### src/rtl/alu_issue_stage_if.sv
// rtl/alu_issue_stage_if.sv - issue-bundle interface between the ALU issue stage and the EXU
interface alu_issue_stage_if #(
    parameter int DATA_WIDTH = 32
);
    // Handshake
    logic                  out_valid;
    logic                  out_ready;

    // ALU operand bundle
    logic [DATA_WIDTH-1:0] alu_a;
    logic [DATA_WIDTH-1:0] alu_b;
    logic [3:0]            alu_ctl;

    // Side-band fields carried alongside the operands
    logic [4:0]            out_rd;
    logic                  out_wen;
    logic                  out_br;
    logic [2:0]            out_br_f3;
    logic [DATA_WIDTH-1:0] out_imm;
    logic [DATA_WIDTH-1:0] out_pc;
    logic                  out_illegal;

    // Producer side (issue stage)
    modport master (
        output out_valid,
        input  out_ready,
        output alu_a,
        output alu_b,
        output alu_ctl,
        output out_rd,
        output out_wen,
        output out_br,
        output out_br_f3,
        output out_imm,
        output out_pc,
        output out_illegal
    );

    // Consumer side (EXU)
    modport slave (
        input  out_valid,
        output out_ready,
        input  alu_a,
        input  alu_b,
        input  alu_ctl,
        input  out_rd,
        input  out_wen,
        input  out_br,
        input  out_br_f3,
        input  out_imm,
        input  out_pc,
        input  out_illegal
    );
endinterface

### src/rtl/alu_issue_stage.sv
// rtl/alu_issue_stage.sv - RV32I decode-and-issue stage producing ALU operands; macro ALU_ISSUE_FWD_EN enables writeback forwarding
module alu_issue_stage #(
    parameter int DATA_WIDTH = 32
) (
    input  logic                  clk,
    input  logic                  rst_n,
    input  logic                  in_valid,
    output logic                  in_ready,
    input  logic [31:0]           in_inst,
    input  logic [DATA_WIDTH-1:0] in_pc,
    input  logic [DATA_WIDTH-1:0] rs1_data,
    input  logic [DATA_WIDTH-1:0] rs2_data,
    input  logic                  flush,
    input  logic                  wb_en,
    input  logic [4:0]            wb_rd,
    input  logic [DATA_WIDTH-1:0] wb_data,
    alu_issue_stage_if.master     iss
);

    // RV32I major opcodes
    localparam logic [6:0] OPC_OP     = 7'b0110011;
    localparam logic [6:0] OPC_OP_IMM = 7'b0010011;
    localparam logic [6:0] OPC_LUI    = 7'b0110111;
    localparam logic [6:0] OPC_AUIPC  = 7'b0010111;
    localparam logic [6:0] OPC_JAL    = 7'b1101111;
    localparam logic [6:0] OPC_JALR   = 7'b1100111;
    localparam logic [6:0] OPC_BRANCH = 7'b1100011;
    localparam logic [6:0] OPC_LOAD   = 7'b0000011;
    localparam logic [6:0] OPC_STORE  = 7'b0100011;

    // ALU op selects used directly by the decoder
    localparam logic [3:0] CTL_ADD    = 4'b0000;
    localparam logic [3:0] CTL_SUB    = 4'b1000;

    localparam logic [6:0] F7_ZERO    = 7'b0000000;
    localparam logic [6:0] F7_ALT     = 7'b0100000;

    // Instruction fields
    logic [6:0]            w_opcode;
    logic [4:0]            w_rd;
    logic [2:0]            w_f3;
    logic [4:0]            w_rs1_idx;
    logic [4:0]            w_rs2_idx;
    logic [6:0]            w_f7;
    logic                  w_f3_is_shift;

    assign w_opcode      = in_inst[6:0];
    assign w_rd          = in_inst[11:7];
    assign w_f3          = in_inst[14:12];
    assign w_rs1_idx     = in_inst[19:15];
    assign w_rs2_idx     = in_inst[24:20];
    assign w_f7          = in_inst[31:25];
    assign w_f3_is_shift = (w_f3 == 3'b001) || (w_f3 == 3'b101);

    // Sign-extended immediates for every RV32I format
    logic [DATA_WIDTH-1:0] w_imm_i;
    logic [DATA_WIDTH-1:0] w_imm_s;
    logic [DATA_WIDTH-1:0] w_imm_b;
    logic [DATA_WIDTH-1:0] w_imm_u;
    logic [DATA_WIDTH-1:0] w_imm_j;
    logic [DATA_WIDTH-1:0] w_shamt;

    assign w_imm_i = {{20{in_inst[31]}}, in_inst[31:20]};
    assign w_imm_s = {{20{in_inst[31]}}, in_inst[31:25], in_inst[11:7]};
    assign w_imm_b = {{19{in_inst[31]}}, in_inst[31], in_inst[7], in_inst[30:25], in_inst[11:8], 1'b0};
    assign w_imm_u = {in_inst[31:12], 12'b0};
    assign w_imm_j = {{11{in_inst[31]}}, in_inst[31], in_inst[19:12], in_inst[20], in_inst[30:21], 1'b0};
    assign w_shamt = {{(DATA_WIDTH-5){1'b0}}, in_inst[24:20]};

    // Source operands, optionally bypassed from the writeback port
    logic [DATA_WIDTH-1:0] w_rs1;
    logic [DATA_WIDTH-1:0] w_rs2;

`ifdef ALU_ISSUE_FWD_EN
    // A write to x0 never forwards, so x0 always reads the regfile value.
    assign w_rs1 = (wb_en && (wb_rd != 5'd0) && (wb_rd == w_rs1_idx)) ? wb_data : rs1_data;
    assign w_rs2 = (wb_en && (wb_rd != 5'd0) && (wb_rd == w_rs2_idx)) ? wb_data : rs2_data;
`else
    logic w_unused_wb;
    assign w_unused_wb = ^{wb_en, wb_rd, wb_data};
    assign w_rs1       = rs1_data;
    assign w_rs2       = rs2_data;
`endif

    // Decoded bundle for the instruction currently presented
    logic [DATA_WIDTH-1:0] w_a;
    logic [DATA_WIDTH-1:0] w_b;
    logic [3:0]            w_ctl;
    logic                  w_wen;
    logic                  w_br;
    logic [DATA_WIDTH-1:0] w_imm;
    logic                  w_ill;

    // Opcode decode: operand selection, op select and legality
    always_comb begin
        w_a   = '0;
        w_b   = '0;
        w_ctl = CTL_ADD;
        w_wen = 1'b0;
        w_br  = 1'b0;
        w_imm = '0;
        w_ill = 1'b0;
        case (w_opcode)
            OPC_OP: begin
                w_a   = w_rs1;
                w_b   = w_rs2;
                w_ctl = {in_inst[30], w_f3};
                w_wen = 1'b1;
                // Only add/sub and srl/sra have an alternate funct7 form.
                if ((w_f7 != F7_ZERO) &&
                    !((w_f7 == F7_ALT) && ((w_f3 == 3'b000) || (w_f3 == 3'b101))))
                    w_ill = 1'b1;
            end
            OPC_OP_IMM: begin
                w_a   = w_rs1;
                w_b   = w_f3_is_shift ? w_shamt : w_imm_i;
                w_imm = w_imm_i;
                // Bit 30 only selects sra; for addi etc. it is immediate data.
                w_ctl = {(w_f3 == 3'b101) ? in_inst[30] : 1'b0, w_f3};
                w_wen = 1'b1;
                if ((w_f3 == 3'b001) && (w_f7 != F7_ZERO))
                    w_ill = 1'b1;
                if ((w_f3 == 3'b101) && (w_f7 != F7_ZERO) && (w_f7 != F7_ALT))
                    w_ill = 1'b1;
            end
            OPC_LUI: begin
                w_b   = w_imm_u;
                w_imm = w_imm_u;
                w_wen = 1'b1;
            end
            OPC_AUIPC: begin
                w_a   = in_pc;
                w_b   = w_imm_u;
                w_imm = w_imm_u;
                w_wen = 1'b1;
            end
            OPC_JAL: begin
                // ALU computes the link address; the target uses out_imm.
                w_a   = in_pc;
                w_b   = DATA_WIDTH'(4);
                w_imm = w_imm_j;
                w_wen = 1'b1;
            end
            OPC_JALR: begin
                w_a   = in_pc;
                w_b   = DATA_WIDTH'(4);
                w_imm = w_imm_i;
                w_wen = 1'b1;
            end
            OPC_BRANCH: begin
                // Subtract drives the EXU's eq/lt/ltu comparison flags.
                w_a   = w_rs1;
                w_b   = w_rs2;
                w_ctl = CTL_SUB;
                w_br  = 1'b1;
                w_imm = w_imm_b;
                if ((w_f3 == 3'b010) || (w_f3 == 3'b011))
                    w_ill = 1'b1;
            end
            OPC_LOAD: begin
                w_a   = w_rs1;
                w_b   = w_imm_i;
                w_imm = w_imm_i;
                w_wen = 1'b1;
            end
            OPC_STORE: begin
                w_a   = w_rs1;
                w_b   = w_imm_s;
                w_imm = w_imm_s;
            end
            default: begin
                w_ill = 1'b1;
            end
        endcase
        // Illegal encodings still issue, but must not write back or branch.
        if (w_ill) begin
            w_wen = 1'b0;
            w_br  = 1'b0;
            w_ctl = CTL_ADD;
        end
        if (w_rd == 5'd0)
            w_wen = 1'b0;
    end

    // Single-entry pipeline register
    logic                  r_valid;
    logic [DATA_WIDTH-1:0] r_a;
    logic [DATA_WIDTH-1:0] r_b;
    logic [3:0]            r_ctl;
    logic [4:0]            r_rd;
    logic                  r_wen;
    logic                  r_br;
    logic [2:0]            r_br_f3;
    logic [DATA_WIDTH-1:0] r_imm;
    logic [DATA_WIDTH-1:0] r_pc;
    logic                  r_ill;

    logic                  w_in_ready;
    logic                  w_load;

    assign w_in_ready = !r_valid || iss.out_ready;
    assign w_load     = in_valid && w_in_ready && !flush;

    // Pipeline register update: reset, then flush, then load, then drain
    always_ff @(posedge clk) begin
        if (!rst_n) begin
            r_valid <= 1'b0;
            r_a     <= '0;
            r_b     <= '0;
            r_ctl   <= 4'b0000;
            r_rd    <= 5'd0;
            r_wen   <= 1'b0;
            r_br    <= 1'b0;
            r_br_f3 <= 3'b000;
            r_imm   <= '0;
            r_pc    <= '0;
            r_ill   <= 1'b0;
        end else if (flush) begin
            // Data registers keep stale contents; only valid is cleared.
            r_valid <= 1'b0;
        end else if (w_load) begin
            r_valid <= 1'b1;
            r_a     <= w_a;
            r_b     <= w_b;
            r_ctl   <= w_ctl;
            r_rd    <= w_rd;
            r_wen   <= w_wen;
            r_br    <= w_br;
            r_br_f3 <= w_f3;
            r_imm   <= w_imm;
            r_pc    <= in_pc;
            r_ill   <= w_ill;
        end else if (iss.out_ready) begin
            r_valid <= 1'b0;
        end
    end

    assign in_ready        = w_in_ready;
    assign iss.out_valid   = r_valid;
    assign iss.alu_a       = r_a;
    assign iss.alu_b       = r_b;
    assign iss.alu_ctl     = r_ctl;
    assign iss.out_rd      = r_rd;
    assign iss.out_wen     = r_wen;
    assign iss.out_br      = r_br;
    assign iss.out_br_f3   = r_br_f3;
    assign iss.out_imm     = r_imm;
    assign iss.out_pc      = r_pc;
    assign iss.out_illegal = r_ill;

endmodule

### src/flat_wrapper.sv
// flat-port wrapper written by rule: the top's interface ports become plain ports
module alu_issue_stage_flat 
#(
    parameter int DATA_WIDTH = 32
)
  (clk, rst_n, in_valid, in_ready, in_inst, in_pc, rs1_data, rs2_data, flush, wb_en, wb_rd, wb_data, iss_out_valid, iss_out_ready, iss_alu_a, iss_alu_b, iss_alu_ctl, iss_out_rd, iss_out_wen, iss_out_br, iss_out_br_f3, iss_out_imm, iss_out_pc, iss_out_illegal);
  alu_issue_stage_if #(.DATA_WIDTH(DATA_WIDTH)) iss_i ();
  input  logic clk;
  input  logic rst_n;
  input  logic in_valid;
  output logic in_ready;
  input  logic [31:0] in_inst;
  input  logic [DATA_WIDTH-1:0] in_pc;
  input  logic [DATA_WIDTH-1:0] rs1_data;
  input  logic [DATA_WIDTH-1:0] rs2_data;
  input  logic flush;
  input  logic wb_en;
  input  logic [4:0] wb_rd;
  input  logic [DATA_WIDTH-1:0] wb_data;
  output wire logic [$bits(iss_i.out_valid)-1:0] iss_out_valid;
  input wire logic [$bits(iss_i.out_ready)-1:0] iss_out_ready;
  output wire logic [$bits(iss_i.alu_a)-1:0] iss_alu_a;
  output wire logic [$bits(iss_i.alu_b)-1:0] iss_alu_b;
  output wire logic [$bits(iss_i.alu_ctl)-1:0] iss_alu_ctl;
  output wire logic [$bits(iss_i.out_rd)-1:0] iss_out_rd;
  output wire logic [$bits(iss_i.out_wen)-1:0] iss_out_wen;
  output wire logic [$bits(iss_i.out_br)-1:0] iss_out_br;
  output wire logic [$bits(iss_i.out_br_f3)-1:0] iss_out_br_f3;
  output wire logic [$bits(iss_i.out_imm)-1:0] iss_out_imm;
  output wire logic [$bits(iss_i.out_pc)-1:0] iss_out_pc;
  output wire logic [$bits(iss_i.out_illegal)-1:0] iss_out_illegal;
  assign iss_out_valid = iss_i.out_valid;
  assign iss_i.out_ready = iss_out_ready;
  assign iss_alu_a = iss_i.alu_a;
  assign iss_alu_b = iss_i.alu_b;
  assign iss_alu_ctl = iss_i.alu_ctl;
  assign iss_out_rd = iss_i.out_rd;
  assign iss_out_wen = iss_i.out_wen;
  assign iss_out_br = iss_i.out_br;
  assign iss_out_br_f3 = iss_i.out_br_f3;
  assign iss_out_imm = iss_i.out_imm;
  assign iss_out_pc = iss_i.out_pc;
  assign iss_out_illegal = iss_i.out_illegal;
  alu_issue_stage #(.DATA_WIDTH(DATA_WIDTH)) u_core (.clk(clk), .rst_n(rst_n), .in_valid(in_valid), .in_ready(in_ready), .in_inst(in_inst), .in_pc(in_pc), .rs1_data(rs1_data), .rs2_data(rs2_data), .flush(flush), .wb_en(wb_en), .wb_rd(wb_rd), .wb_data(wb_data), .iss(iss_i));
endmodule
### config.mk
export PLATFORM = sky130hd
export DESIGN_NAME = alu_issue_stage_flat
export DESIGN_NICKNAME = d
export VERILOG_FILES = /design/src/rtl/alu_issue_stage_if.sv /design/src/rtl/alu_issue_stage.sv /design/src/flat_wrapper.sv
export SDC_FILE = /design/constraint.sdc
export NUM_CORES = 1
export LEC_CHECK = 0
export ABC_AREA = 1
export CAP_MARGIN = 10
export CORE_MARGIN = 2
export CORE_UTILIZATION = 41
export CTS_CLUSTER_SIZE = 8
export DETAILED_ROUTE_END_ITERATION = 8
export GPL_TIMING_DRIVEN = 0
export PLACE_DENSITY = 0.81
export SKIP_CTS_REPAIR_TIMING = 1
export SLEW_MARGIN = 10
export SYNTH_ARGS = -nofsm -noshare
export SYNTH_HDL_FRONTEND = slang
export SYNTH_SLANG_ARGS = --single-unit
### constraint.sdc
create_clock -name clk -period 3.88 [get_ports clk]
set_clock_uncertainty 0.05 [all_clocks]
set_input_delay 0.776 -clock clk [delete_from_list [all_inputs] [get_ports clk]]
set_output_delay 0.776 -clock clk [all_outputs]
set_load 0.02 [all_outputs]
* Word level (Yosys, flattened, before mapping) *
Cells that the tools add are included.

storage, ports and cells
  input port bits = 171
  output and inout bits = 145
  word-level logic and storage cells = 75
  register bits after elaboration = 144

operators by class
  bitwise operators = 2
  eq/ne operators = 15
  mux-type cells = 19
  reductions and logical operators = 28

operators by type and width
  kind                                            number
  one-hot mux 32 bit (6 select lines)             1
  one-hot mux 32 bit (5 select lines)             1
  one-hot mux 32 bit (2 select lines)             1
  two-way mux 32 bit                              1
  == test 7 x 6 -> 1 bit (second input constant)  4
  == test 7 bit (second input constant)           3
  == test 7 x 5 -> 1 bit (second input constant)  2
  two-way mux 1 bit                               12
  one-hot mux 4 bit (3 select lines)              1
  OR reduction 2 bit                              4
  == test 7 x 2 -> 1 bit (second input constant)  1
  logical AND 1 bit                               7
  != test 7 x 6 -> 1 bit (second input constant)  1
  nonzero test 7 bit                              1
  OR reduction 7 bit                              1
  == test 3 x 2 -> 1 bit (second input constant)  2
  OR reduction 3 bit                              2
  OR reduction 6 bit                              1
  zero test 5 bit                                 1
  OR reduction 5 bit                              1
  logical OR 1 bit                                4
  two-way mux 4 bit                               1
  one-hot mux 1 bit (4 select lines)              1
  == test 3 x 1 -> 1 bit (second input constant)  1
  6 further kinds                                 9

* Depth between registers and ports, before layout *
  depth after elaboration = 9
  depth in mapped cells = 11
  gate-level depth less buffers = 10

* Least setup slack after synthesis *
OpenSTA, ideal clock, no wires.

  kind = in2out
  from = input port iss_out_ready
  to = output port in_ready
  stages on the path = 2
  buffers on the path = 0
  path slack = 1.924 ns
  arrival time = 1.130 ns
  required time = 3.054 ns
  cells stage by stage = nor2_1 > inv_1

on the way
  cells in the longest elaborated chain, start to end = 1

ends and longest elaborated chain
  what              RTL line                text
  from (decl)       flat_wrapper.sv:21      input wire logic [$bits(iss_i.out_ready)-1:0] iss_out_ready;
  logical OR 1 bit  alu_issue_stage.sv:201  assign w_in_ready = !r_valid || iss.out_ready;
  to (decl)         flat_wrapper.sv:11      output logic in_ready;

No other way between the ends.

* Worst setup path after layout *
Same ends and word-level chain as after synthesis.

==> flow_summary.ini <==
[floorplan]
design.die.area_um2 = 17100
die_width_um = 131
coreArea_um2 = 15800
initial_standard_cell_utilization_of_the_core_pct = 41.7
boundaryPins = 316
fp.dieH_um = 131
num_rows = 46

[grt]
global_route.peak_usage_layer = met2
wire_length_of_the_first_global_routing_pass_um = 37100
grt_start_max_net_pins = 17
grt_use_total_pct = 28.4
grt_antenna_before_repair = 0
grt_overflow = 0
use_met2_pct = 49.3
grt_util_met3_pct = 9.12
global_route.usage.met1_pct = 33.1
number_of_global_route_vias_before_repair = 7106

[clocking]
clock_latency_ns = 0.42
ctsHtreeMaxLevel = 4
cts.sinks = 144
tritoncts_clock_tree = yes
clockRootBuffer = clkbuf_16
numCtsBuffers = 17
cts_max_path_buffers = 2
clk_pin_slew_worst_paths_ns = 0.05

[routing]
drt-pass1-iter-count = 7
detailedRoute.firstIterationViolations = 538
postRouteWirelength_um = 24600
drt-wirelength-per-cell_um = 16.8
viasPerCell = 5.18
antenna_left = 0
drt_drc_violations_left = 0
routed-via-count = 7580

[logic_synthesis]
synth-edff-count = 0
synth.ff_latch_count = 144
yosys-top-cells-area = dfxtp_1, nand2_1, a21oi_1
synth-warning-count = 0
yosysTopAreaCellShare_pct = 43.8
synth-async-reset-ratio_pct = 0
synth_top_area_cell = dfxtp_1
nets_in_the_synthesized_netlist = 1113
yosys.area_share.adder_pct = 0
netlist_instances = 942
synthDistinctLibCells = 29
post_synth_xor_area_fraction_pct = 0
simple_logic_cell_fraction_of_the_synthesized_area_pct = 30.1
synthesis.area_per_instance_um2 = 6.98
main_combinational_cell_family_by_area_after_synthesis = simple AND/OR/NAND/NOR gates
synth.yosys.seq_area_share_pct = 43.8
synth_ff_type = dfxtp_1
synth-compound-area-share_pct = 17.8
syn-cell-area_um2 = 6580
muxShareOfSynthArea_pct = 0

[critical_path]
cp.required_ns = 3.05
worst-path-max-fanout = 2
cp_data_arrival_time_ns = 2.03
setup.worst_path.end_class = primary output
timing.critical_path.from_type = primary input
path_class = primary input to primary output
r2r.worst_path.cells = 8

[layout]
final_core_utilization_pct = 64.4
final_common_cell = nand2_1
final_cell_mix = nand2_1, clkdlybuf4s50_1, dfxtp_1, a21oi_1, nand3_1
finish.instance_area_um2 = 10200
nFillCells = 1478
drive_above_1_share_pct = 7.62
n_antenna_cell = 0
layout_overhead_on_the_synthesized_area_pct = 54.5
num-nets-final = 1409

[power]
power_per_unit_of_standard_cell_area_nw_per_um2 = 354
power.share.switching_pct = 25.1
cell_internal_pwr_w = 0.00269
combinationalPowerShare_pct = 14.1
peakVddDrop_v = 0.000302
power_frac_seq_pct = 42.7
power_frac_clock_pct = 43.2
leakage_nw = 3.88
power_switching_w = 0.000902

[sta]
highest_clock_rate_mhz = 350
final-setup-viol-count = 0
finalMaxSlewViolations = 0
final.period_utilization_pct = 73.6
final.min_clock_period_ns = 2.86
worst_hold_slack_ns = 0.409
timing.final.ws_setup_ns = 1.02
final-hold-violation-count = 0
slew_headroom_pct = 54.8
worst-slew-pin-transition_ns = 0.678
setup_repair_after_global_routing_missed_its_margin = no
setup-tns-final_ns = 0

[placed_design]
number_of_buffers_added_on_ports = 277
placedInstanceArea_um2 = 9620
dpl.hpwl_um = 18900
post-place-ws_ns = 0.958
gpl.final_weighted_congestion = 0.924

[min_path]
timing.hold.worst.class = flop to flop
min_path_cells = 2

[outcome]
run_status = complete, no violations

[run]
max_cap_check_violation_count = 0
==> metal layers <==
metal	wire (um)	vias up
li1	-	3673
met1	9480	3483
met2	11800	374
met3	2670	50
met4	651	0
met5	0	-
==> metrics by stage <==
step,std cells,power (W)
finish,1463,0.00359
global route,1463,0.00371
CTS,1463,0.00360
detailed placement,1435,0.00207
global placement,1435,0.00206
floorplan,942,0.00177
==> state kept, by name, indices dropped and copies added (netlist names) <==
register	cells
u_core.iss.out_br	1
u_core.iss.out_rd	5
u_core.iss.out_br_f3	3
u_core.iss.alu_a	32
u_core.iss.out_pc	32
u_core.iss.out_imm	32
u_core.iss.out_wen	1
u_core.iss.out_valid	1
u_core.iss.alu_ctl	4
u_core.iss.out_illegal	1
u_core.iss.alu_b	32
==> cell families after synthesis <==
kind of cell / Yosys count
flops: 144
simple gates: 464
compound gates: 211
buf+inv: 123
==> worst max-delay path: stages <==
cell,delay (ns)
clkdlybuf4s50_1,0.40
nor2_1,0.23
inv_1,0.09
clkdlybuf4s50_1,0.54
==> worst paths after layout <==
path	startpoint	slack, ns	to
max	iss_out_ready	1.02	in_ready
min	u_core.iss.out_pc[14]	0.41	u_core.iss.out_pc[14]
max reg2reg	u_core.iss.out_valid	1.84	u_core.iss.alu_b[16]
min reg2reg	u_core.iss.out_pc[14]	0.41	u_core.iss.out_pc[14]
==> synth_stat cells (all sizes together) (4+ instances only) <==
cell    instances
o211ai          4
nand3b          9
buf            33
nand3          79
o21ai          44
a31oi          32
nor2           69
clkbuf         32
inv            57
a21oi         130
dfxtp         144
nand2         305
==> layout make-up <==
| class | instances | area (um^2) | share of cell area, % |
|---|---|---|---|
| multi-input combinational | 675 | 3150 | 31.1 |
| sequential | 144 | 2880 | 28.4 |
| timing repair buffer | 277 | 2770 | 27.3 |
| clock buffer | 20 | 447 | 4.40 |
| buffer | 65 | 320 | 3.15 |
| tap | 216 | 270 | 2.66 |
| inverter | 58 | 218 | 2.14 |
| clock inverter | 8 | 92.6 | 0.912 |
==> power groups by stage <==
stage,Sequential [W],Combinational (W),Clock [W]
3_3_place_gp,0.00157,0.000497,0
4_1_cts,0.00153,0.000504,0.00156
5_1_grt,0.00154,0.000542,0.00163
2_1_floorplan,0.00161,0.000161,0
6_report,0.00153,0.000505,0.00155
3_5_place_dp,0.00157,0.000501,0
Power figures use the tool's default switching activity.
